--- src/rtl/audio_pkg.sv ---
// -----------------------------------------------------------------------------
// audio_pkg
// Types and constants shared by the audio capture path.
//   AUDIO_SAMPLE_W : default sample width, in bits
//   rx_state_t     : I2S receiver slot-tracking FSM states
//   channel_t      : stereo channel that a captured word belongs to
// -----------------------------------------------------------------------------
package audio_pkg;

    localparam int AUDIO_SAMPLE_W = 16;

    typedef enum logic [1:0] {
        SYNC_WAIT,  // waiting for the first slot boundary after reset
        DELAY,      // I2S one-bit delay slot, data not yet valid
        SHIFT,      // shifting sample bits in, MSB first
        HOLD        // word captured, ignoring the rest of the slot
    } rx_state_t;

    typedef enum logic {
        CH_LEFT,
        CH_RIGHT
    } channel_t;

endpackage

--- src/rtl/audio_sample_fifo.sv ---
// -----------------------------------------------------------------------------
// audio_sample_fifo
// Synchronous single-clock FIFO that buffers samples for one channel.
//   clk_i       : clock
//   rst_i       : synchronous active-high reset. Empties the FIFO.
//   push_i      : write push_data_i. It is ignored when the FIFO is full and no
//                 pop occurs in the same cycle.
//   push_data_i : sample to write
//   pop_i       : remove the head entry. It is ignored when the FIFO is empty.
//   full_o      : DEPTH entries are held
//   empty_o     : no entries are held
//   head_o      : oldest entry. It reads 0 while the FIFO is empty.
// DEPTH must be a power of two, so the pointers wrap without extra compare logic.
// -----------------------------------------------------------------------------
module audio_sample_fifo #(
    parameter int WIDTH = 16,
    parameter int DEPTH = 4
) (
    input  logic             clk_i,
    input  logic             rst_i,
    input  logic             push_i,
    input  logic [WIDTH-1:0] push_data_i,
    input  logic             pop_i,
    output logic             full_o,
    output logic             empty_o,
    output logic [WIDTH-1:0] head_o
);

    localparam int PTR_W = (DEPTH > 1) ? $clog2(DEPTH) : 1;
    localparam logic [PTR_W:0] FULL_CNT = (PTR_W + 1)'(DEPTH);

    logic [WIDTH-1:0] mem_q [DEPTH];
    logic [PTR_W-1:0] wr_ptr_q;
    logic [PTR_W-1:0] rd_ptr_q;
    logic [PTR_W:0]   count_q;
    logic             do_push;
    logic             do_pop;

    assign full_o  = (count_q == FULL_CNT);
    assign empty_o = (count_q == '0);
    assign head_o  = empty_o ? '0 : mem_q[rd_ptr_q];

    // A pop in the same cycle frees a slot, so a push into a full FIFO is still accepted.
    assign do_pop  = pop_i & ~empty_o;
    assign do_push = push_i & (~full_o | do_pop);

    always_ff @(posedge clk_i) begin
        if (rst_i) begin
            wr_ptr_q <= '0;
            rd_ptr_q <= '0;
            count_q  <= '0;
        end else begin
            if (do_push) wr_ptr_q <= wr_ptr_q + PTR_W'(1);
            if (do_pop)  rd_ptr_q <= rd_ptr_q + PTR_W'(1);
            case ({do_push, do_pop})
                2'b10:   count_q <= count_q + (PTR_W + 1)'(1);
                2'b01:   count_q <= count_q - (PTR_W + 1)'(1);
                default: count_q <= count_q;
            endcase
        end
    end

    // NOTE: the storage array has no reset. The count and pointers define which
    // entries are valid, and head_o is forced to 0 while the FIFO is empty.
    always_ff @(posedge clk_i) begin
        if (do_push) mem_q[wr_ptr_q] <= push_data_i;
    end

endmodule

--- src/rtl/i2s_adc_receiver.sv ---
// -----------------------------------------------------------------------------
// i2s_adc_receiver
// Deserialises the codec I2S ADC stream into left and right samples. Each
// channel is presented as an Avalon-ST source with its own FIFO.
//   clk_clk, reset_reset                  : system clock, sync active-high reset
//   audio_in_external_interface_BCLK      : codec bit clock (asynchronous)
//   audio_in_external_interface_ADCLRCK   : codec word select (asynchronous)
//   audio_in_external_interface_ADCDAT    : codec serial data (asynchronous)
//   audio_in_avalon_{left,right}_channel_source_{data,valid,ready}
//                                         : per-channel sample sources
//   overflow                              : 1-cycle pulse, sample dropped on full FIFO
//   frame_error                           : 1-cycle pulse, slot ended mid-word
// clk_clk must run at 4x BCLK or faster. The codec pins are oversampled.
// -----------------------------------------------------------------------------
module i2s_adc_receiver
    import audio_pkg::*;
#(
    parameter int DATA_WIDTH      = AUDIO_SAMPLE_W,
    parameter int FIFO_DEPTH      = 4,
    parameter bit LEFT_LRCK_LEVEL = 1'b0
) (
    input  logic                  clk_clk,
    input  logic                  reset_reset,
    input  logic                  audio_in_external_interface_BCLK,
    input  logic                  audio_in_external_interface_ADCLRCK,
    input  logic                  audio_in_external_interface_ADCDAT,
    output logic [DATA_WIDTH-1:0] audio_in_avalon_left_channel_source_data,
    output logic                  audio_in_avalon_left_channel_source_valid,
    input  logic                  audio_in_avalon_left_channel_source_ready,
    output logic [DATA_WIDTH-1:0] audio_in_avalon_right_channel_source_data,
    output logic                  audio_in_avalon_right_channel_source_valid,
    input  logic                  audio_in_avalon_right_channel_source_ready,
    output logic                  overflow,
    output logic                  frame_error
);

    localparam int CNT_W = (DATA_WIDTH > 2) ? $clog2(DATA_WIDTH) : 1;
    localparam logic [CNT_W-1:0] LAST_BIT = CNT_W'(DATA_WIDTH - 1);

    // Input synchronisers. BCLK has an extra history flop for edge detection.
    logic bclk_meta_q, bclk_sync_q, bclk_hist_q;
    logic lrck_meta_q, lrck_sync_q;
    logic dat_meta_q,  dat_sync_q;

    // Slot-tracking FSM state
    rx_state_t             state_q;
    channel_t              ch_q;
    logic                  primed_q;
    logic                  last_lrck_q;
    logic [CNT_W-1:0]      bit_cnt_q;
    logic [DATA_WIDTH-1:0] shift_q;
    logic                  push_q;
    logic                  frame_error_q;
    logic                  overflow_q;

    logic     bclk_rise;
    logic     slot_start;
    channel_t slot_ch;

    // FIFO interface
    logic push_l, push_r, pop_l, pop_r;
    logic full_l, full_r, empty_l, empty_r;

    // NOTE: every sequential block uses non-blocking assignments, so each flop
    // captures the value its source had before the clock edge.
    always_ff @(posedge clk_clk) begin
        if (reset_reset) begin
            bclk_meta_q <= 1'b0;
            bclk_sync_q <= 1'b0;
            bclk_hist_q <= 1'b0;
            lrck_meta_q <= 1'b0;
            lrck_sync_q <= 1'b0;
            dat_meta_q  <= 1'b0;
            dat_sync_q  <= 1'b0;
        end else begin
            bclk_meta_q <= audio_in_external_interface_BCLK;
            bclk_sync_q <= bclk_meta_q;
            bclk_hist_q <= bclk_sync_q;
            lrck_meta_q <= audio_in_external_interface_ADCLRCK;
            lrck_sync_q <= lrck_meta_q;
            dat_meta_q  <= audio_in_external_interface_ADCDAT;
            dat_sync_q  <= dat_meta_q;
        end
    end

    assign bclk_rise = bclk_sync_q & ~bclk_hist_q;
    // The first rise after reset only learns the current word-select level.
    // Without this, a right slot already in progress at reset would be seen as a
    // new slot start, and its tail would be captured as a truncated word.
    assign slot_start = primed_q & (lrck_sync_q != last_lrck_q);
    assign slot_ch    = (lrck_sync_q == LEFT_LRCK_LEVEL) ? CH_LEFT : CH_RIGHT;

    always_ff @(posedge clk_clk) begin
        if (reset_reset) begin
            state_q       <= SYNC_WAIT;
            ch_q          <= CH_LEFT;
            primed_q      <= 1'b0;
            last_lrck_q   <= 1'b0;
            bit_cnt_q     <= '0;
            shift_q       <= '0;
            push_q        <= 1'b0;
            frame_error_q <= 1'b0;
        end else begin
            push_q        <= 1'b0;
            frame_error_q <= 1'b0;
            if (bclk_rise) begin
                last_lrck_q <= lrck_sync_q;
                primed_q    <= 1'b1;
                if (slot_start) begin
                    // A boundary before the LSB arrived drops the partial word.
                    if (state_q == SHIFT || state_q == DELAY) frame_error_q <= 1'b1;
                    state_q <= DELAY;
                    ch_q    <= slot_ch;
                end else begin
                    case (state_q)
                        // The slot-start rise carried the delay bit. This rise
                        // carries the MSB, so the register restarts with it.
                        DELAY: begin
                            shift_q   <= {{(DATA_WIDTH-1){1'b0}}, dat_sync_q};
                            bit_cnt_q <= CNT_W'(1);
                            state_q   <= SHIFT;
                        end
                        SHIFT: begin
                            shift_q   <= {shift_q[DATA_WIDTH-2:0], dat_sync_q};
                            bit_cnt_q <= bit_cnt_q + CNT_W'(1);
                            if (bit_cnt_q == LAST_BIT) begin
                                state_q <= HOLD;
                                push_q  <= 1'b1;
                            end
                        end
                        default: state_q <= state_q;
                    endcase
                end
            end
        end
    end

    assign push_l = push_q & (ch_q == CH_LEFT);
    assign push_r = push_q & (ch_q == CH_RIGHT);
    assign pop_l  = ~empty_l & audio_in_avalon_left_channel_source_ready;
    assign pop_r  = ~empty_r & audio_in_avalon_right_channel_source_ready;

    always_ff @(posedge clk_clk) begin
        if (reset_reset) overflow_q <= 1'b0;
        else overflow_q <= (push_l & full_l & ~pop_l) | (push_r & full_r & ~pop_r);
    end

    audio_sample_fifo #(.WIDTH(DATA_WIDTH), .DEPTH(FIFO_DEPTH)) u_fifo_left (
        .clk_i       (clk_clk),
        .rst_i       (reset_reset),
        .push_i      (push_l),
        .push_data_i (shift_q),
        .pop_i       (pop_l),
        .full_o      (full_l),
        .empty_o     (empty_l),
        .head_o      (audio_in_avalon_left_channel_source_data)
    );

    audio_sample_fifo #(.WIDTH(DATA_WIDTH), .DEPTH(FIFO_DEPTH)) u_fifo_right (
        .clk_i       (clk_clk),
        .rst_i       (reset_reset),
        .push_i      (push_r),
        .push_data_i (shift_q),
        .pop_i       (pop_r),
        .full_o      (full_r),
        .empty_o     (empty_r),
        .head_o      (audio_in_avalon_right_channel_source_data)
    );

    assign audio_in_avalon_left_channel_source_valid  = ~empty_l;
    assign audio_in_avalon_right_channel_source_valid = ~empty_r;
    assign overflow    = overflow_q;
    assign frame_error = frame_error_q;

endmodule
--- config.mk ---
export PLATFORM = sky130hd
export DESIGN_NAME = i2s_adc_receiver
export DESIGN_NICKNAME = d
export VERILOG_FILES = /design/src/rtl/audio_pkg.sv /design/src/rtl/audio_sample_fifo.sv /design/src/rtl/i2s_adc_receiver.sv
export SDC_FILE = /design/constraint.sdc
export NUM_CORES = 1
export LEC_CHECK = 0
export CAP_MARGIN = 20
export CORE_UTILIZATION = 28
export DETAILED_ROUTE_END_ITERATION = 10
export MAX_ROUTING_LAYER = met4
export PLACE_DENSITY_LB_ADDON = 0.25
export SLEW_MARGIN = 10
export SYNTH_ARGS = -nofsm -noshare
export SYNTH_HDL_FRONTEND = slang
export SYNTH_HIERARCHICAL = 1
export SYNTH_SLANG_ARGS = --single-unit
--- constraint.sdc ---
create_clock -name clk_clk -period 2.3 [get_ports clk_clk]
set_input_delay 0.345 -clock clk_clk [delete_from_list [all_inputs] [get_ports clk_clk]]
set_output_delay 0.345 -clock clk_clk [all_outputs]
set_load 0.1 [all_outputs]
# After elaboration in Yosys (flattened, before gate mapping)
# Memory sizes are Yosys's and may differ from the RTL's. A register that Yosys moved wholly into a read port is not among the register bits.
# Cells that the tools add are included.
[op_classes]
n_addsub = 9
eq_ne = 11
mux = 20
bitwise_logic = 28
n_reduce_logical = 12
[op_table]
columns = ["cell", "count"]
rows = [
  ["16-bit 2-to-1 mux", 2],
  ["16-bit case mux with 2 select lines", 1],
  ["1-bit AND", 14],
  ["2-bit 2-to-1 mux", 6],
  ["3-bit case mux with 2 select lines", 2],
  ["1-bit inverter", 11],
  ["2-bit by 1-bit adder with 2-bit output, second input constant", 4],
  ["4-bit case mux with 2 select lines", 1],
  ["1-bit 2-to-1 mux", 7],
  ["3-bit by 1-bit adder with 3-bit output, second input constant", 2],
  ["2-bit by 1-bit equality test with 1-bit output, second input constant", 3],
  ["2-bit equality test, second input constant", 3],
  ["3-bit equality test, second input constant", 2],
  ["3-bit logical NOT", 2],
  ["3-bit AND reduction", 2],
  ["2-bit nonzero test", 3],
  ["3-bit by 1-bit subtractor with 3-bit output, second input constant", 2],
  ["4-bit by 1-bit adder with 4-bit output, second input constant", 1],
  ["4-bit equality test, second input constant", 1],
  ["2-bit case mux with 2 select lines", 1],
  ["4-bit OR reduction", 1],
  ["3-bit by 2-bit != test with 1-bit output, second input constant", 1],
  ["1-bit bitwise OR", 3],
  ["3-bit nonzero test", 1],
  ["4 further kinds", 4],
]
[totals]
reg_bits = 49
ramBits = 128
inputBits = 7
output_inout_bits = 36
elab_cells = 104
n_memories = 2
[mem_list]
columns = ["memory", "depth", "word_bits", "read_ports", "rd_clocked_by_memory_dff", "wr", "line", "rtl"]
rows = [
  ["u_fifo_left.mem_q", 4, 16, 1, 1, 1, "audio_sample_fifo.sv:32", "logic [WIDTH-1:0] mem_q [DEPTH];"],
  ["u_fifo_right.mem_q", 4, 16, 1, 1, 1, "audio_sample_fifo.sv:32", ""],
]

# Longest topological paths before layout
[depth]
word_depth = 8
depth_mapped = 12
depth_no_buf = 11

# Cells and area by module
# The synthesis kept the hierarchy.
[by_module_without_submodules]
columns = ["module", "instances", "cells_per_inst", "area_per_inst_um2", "seq_area_each_um2"]
rows = [
  ["audio_sample_fifo (u_fifo_left)", 1, 169, 3050.4, 2102.0],
  ["audio_sample_fifo (u_fifo_right)", 1, 156, 2964.1, 2102.0],
  ["i2s_adc_receiver", 1, 157, 1360.1, 700.7],
]

# Worst setup path before layout
# No wires, ideal clock.
[synth_path]
kind = "register -> output"
start = "register (tool-made name)"
end = "output audio_in_avalon_left_channel_source_data[10]"
t_arrival_ps = 2228
required_ps = 1955
path_slack_ps = -273
path_stages_with_launch = 5
path_buffers = 2
path_cell_list = "dfxtp_1 > buf_6 > buf_12 > mux4_2 > nor2b_1"
[synth_rtl]
columns = ["item", "line", "rtl"]
rows = [
  ["to (decl)", "i2s_adc_receiver.sv:27", "output logic [DATA_WIDTH-1:0] audio_in_avalon_left_channel_source_data,"],
]

==> impl_metrics.csv <==
group,metric,value,unit
run_status,status,"finished, final reports clean",
logic_synthesis,async_flop_share,0,%
detailed_routing,vias,4010,
power,leakagePower,3.093,nW
critical_path,cpMostUsedCell,"buf_12",
global_route,grt_start_max_net_pins,55,
critical_path,slowest_stage,"mux4_2",
critical_path,path_cells,"buf_12 > buf_12 > mux4_2 > nor2b_2 > buf_12",
logic_synthesis,ys_seq_area_share,66.51,%
power,pwr_density_cell,671.1,nW/um^2
power,ir_drop,0.5329,mV
logic_synthesis,syn-cell-area,7375,sq um
critical_path,cp.required,1.96,ns
sta,rsz0062_at_grt,"true",
sta,worst_pin_slew,0.9547,ns
detailed_routing,drc_errors,0,
layout,area_growth,27.50,%
critical_path,critPathKind,"flop to output port",
layout,num_antenna_cells,0,
floorplan,ios,43,
cts,clockBufferDepth,2,
cts,cts_tree,"yes",
floorplan,die_h,164.3,um
detailed_routing,drtIter0Drc,163,
critical_path,max_stage_delay,0.47,ns
detailed_routing,vias_per_cell,4.485,
sta,finalClockSkew,0.01008,ns
sta,finalCritPeriodShare,97.53,%
logic_synthesis,synth_nets,503,
logic_synthesis,synth_cell_type_count,54,
layout,final_cells,894,
floorplan,dieArea,26990,sq um
cts,clk_transition_reported_paths,0.07,ns
placed_design,dp.cells,856,
logic_synthesis,synth_seq_cells,181,
sta,setup_violations,0,
cts,ctsHoldBuffers,0,
global_route,overflow,0,
cts,insertion_delay,0.43,ns
global_route,first_global_vias,4131,
global_route,antenna_found_initial,0,
logic_synthesis,yosys_most_used_dff,"edfxtp_1",
cts,numCtsBuffers,17,
min_path,min_path_type,"flop to flop",
floorplan,core_area,25910,sq um
cts,htreeDepth,4,
placed_design,portBuffers,42,
floorplan,num_rows,59,
critical_path,cp_max_fo,13,
cts,cts-root-buf,"clkbuf_16",
placed_design,dp_slack,-0.1732,ns
logic_synthesis,synthCells,482,
min_path,min_from,"dat_sync_q",
detailed_routing,dr.pass1.iters,4,
global_route,track_usage,11.10,%
layout,drive_gt1_share,30.95,%
global_route,grt_pass1_wl,21740,um
critical_path,critPathLaunchType,"flop",
placed_design,place_congestion,0.7349,
run,maxCapViolCount,0,
critical_path,timing.rr.start,"u_fifo_right/count_q[1]",
sta,setup_ws,0.05670,ns
detailed_routing,post_drt_wl_per_cell,15.20,um
placed_design,placed_area,8731,sq um
sta,fmax,445.8,MHz
logic_synthesis,ys_top_cells_by_area,"edfxtp_1, dfxtp_1, mux4_2, mux4_1, nor2b_1",
logic_synthesis,synth_top_cell_by_area,"edfxtp_1",
cts,cts_sinks,181,
detailed_routing,routed_wl,13590,um
layout,design_area,9403,sq um
floorplan,die_w,164.3,um
floorplan,start_util,28.46,%
detailed_routing,postRouteAntennaNets,0,
sta,layout_min_cycle_time,2.243,ns
sta,drv_slew,0,
sta,relSlewSlack,36.36,%
critical_path,critPathArrivalTime,1.90,ns
sta,finalHoldViolCount,0,
critical_path,setup.worst_path.end_class,"output port",
logic_synthesis,avgSynthCellArea,15.30,sq um
layout,nNetsFinal,567,
logic_synthesis,yosysWarnings,6,
logic_synthesis,synth_top_area_share,52.12,%
placed_design,dp.final_hpwl,8648,um
logic_synthesis,synth_edf_count,128,
-- synth_stat cells (2+ instances only) --
cell type / number
and3b_1: 2
fa_1: 2
edfxtp_1: 128
nor2b_1: 36
a21oi_1: 31
or3_1: 4
buf_2: 12
clkbuf_1: 6
nand2b_1: 7
dfxtp_1: 53
a31oi_1: 3
mux2_2: 2
mux4_1: 12
buf_12: 2
o21ai_0: 8
nand3_1: 19
o21bai_1: 2
nand2_1: 25
and2_1: 11
nor3_1: 2
and2b_1: 2
mux4_2: 20
buf_6: 3
or2_2: 2
xor2_1: 6
o211ai_1: 2
mux2i_1: 2
inv_1: 21
ha_1: 12
nor2_1: 17
nor2b_4: 5
-- worst max-delay path: cells and delay by family, from the launching register on --
kind,cells,cell delay (ns)
buffers and inverters,3,0.47
DFF,1,0.35
muxes,1,0.47
and+or+nand+nor,1,0.18
-- metal layers --
metal / GRT usage (%) / up-vias / routed length, um
met5: - / - / 0
met4: 4.335 / 0 / 201
li1: - / 1915 / -
met2: 18.85 / 55 / 7128
met3: 2.449 / 14 / 421
met1: 12.72 / 2026 / 5835
-- cells by family after synthesis --
logic type | share of synthesized area (%)
adder cells (fa/ha/maj) | 2.579
buffers and inverters | 3.631
XOR/XNOR | 0.8314
flip-flops | 66.51
AO/OA/AOI/OAI | 4.666
multiplexers | 10.96
AND/OR/NAND/NOR | 10.82
-- layout make-up --
type                            count  area [sq um]
Clock buffer                       17         425.4
Clock inverter                     15         156.4
Fill cell                        2424         16510
Inverter                           21         78.83
Multi-Input combinational cell    253          2276
Sequential cell                   181          4916
Tap cell                          335         419.2
Timing Repair Buffer               72          1131
-- layout by cell type, fill, tap and decap left out, types with 5 or more instances in the layout --
cell type	n
edfxtp_1	128
dfxtp_1	48
buf_12	45
a21oi_1	30
mux4_2	26
nand2_1	25
nor2b_2	24
inv_1	21
buf_4	20
nand3_1	19
clkbuf_16	18
nor2_1	17
nor2b_1	12
and2_1	11
ha_1	11
o21ai_0	8
nand2b_1	7
inv_8	7
xor2_1	6
mux4_1	6
clkdlybuf4s50_1	5
nor2b_4	5
-- path summary, 6_finish.rpt --
kind	endpoint	slack [ns]	cells past startpoint
worst max-delay path	audio_in_avalon_left_channel_source_data[9]	0.06	5
worst min-delay path	shift_q[0]	0.44	2
worst max register to register	u_fifo_right/count_q[2]	0.11	11
worst min register to register	shift_q[0]	0.44	2
-- sequential cells by signal (all words and copies together) (netlist names), 2 cells and up, named ones only --
| name | flops |
|---|---|
| u_fifo_right/wr_ptr_q | 2 |
| u_fifo_left/count_q | 3 |
| state_q | 2 |
| u_fifo_left/wr_ptr_q | 2 |
| u_fifo_right/mem_q | 64 |
| u_fifo_left/mem_q | 64 |
| u_fifo_right/count_q | 3 |
| bit_cnt_q | 4 |
| shift_q | 16 |
| u_fifo_right/rd_ptr_q | 2 |
| u_fifo_left/rd_ptr_q | 2 |
-- per-stage QoR --
step / hold WS, ns / utilization [%] / total power [mW] / TNS [ns]
floorplan: 0.4138 / - / 3.554 / -0.1292
global placement: 0.4222 / 33.70 / 3.568 / -0.08143
detailed placement: 0.4288 / 33.70 / 3.570 / -0.1836
CTS: 0.4395 / 36.07 / 6.387 / 0
global route: 0.4600 / 36.29 / 6.514 / -0.07538
finish: 0.4356 / 36.29 / 6.310 / 0
-- where the power goes --
part | total, mW | switching [mW] | internal [mW]
registers | 3.45 | 0.00644 | 3.45
clock network | 2.82 | 1.36 | 1.46
logic | 0.0409 | 0.0227 | 0.0182
-- what timing repair did --
action,CTS,global route
gates cloned,0,1
endpoints found under the setup margin,9,9
resized for setup,7,10
buffers inserted,4,1
pin swaps,0,2
No activity file was read; power rests on OpenSTA's default activity.
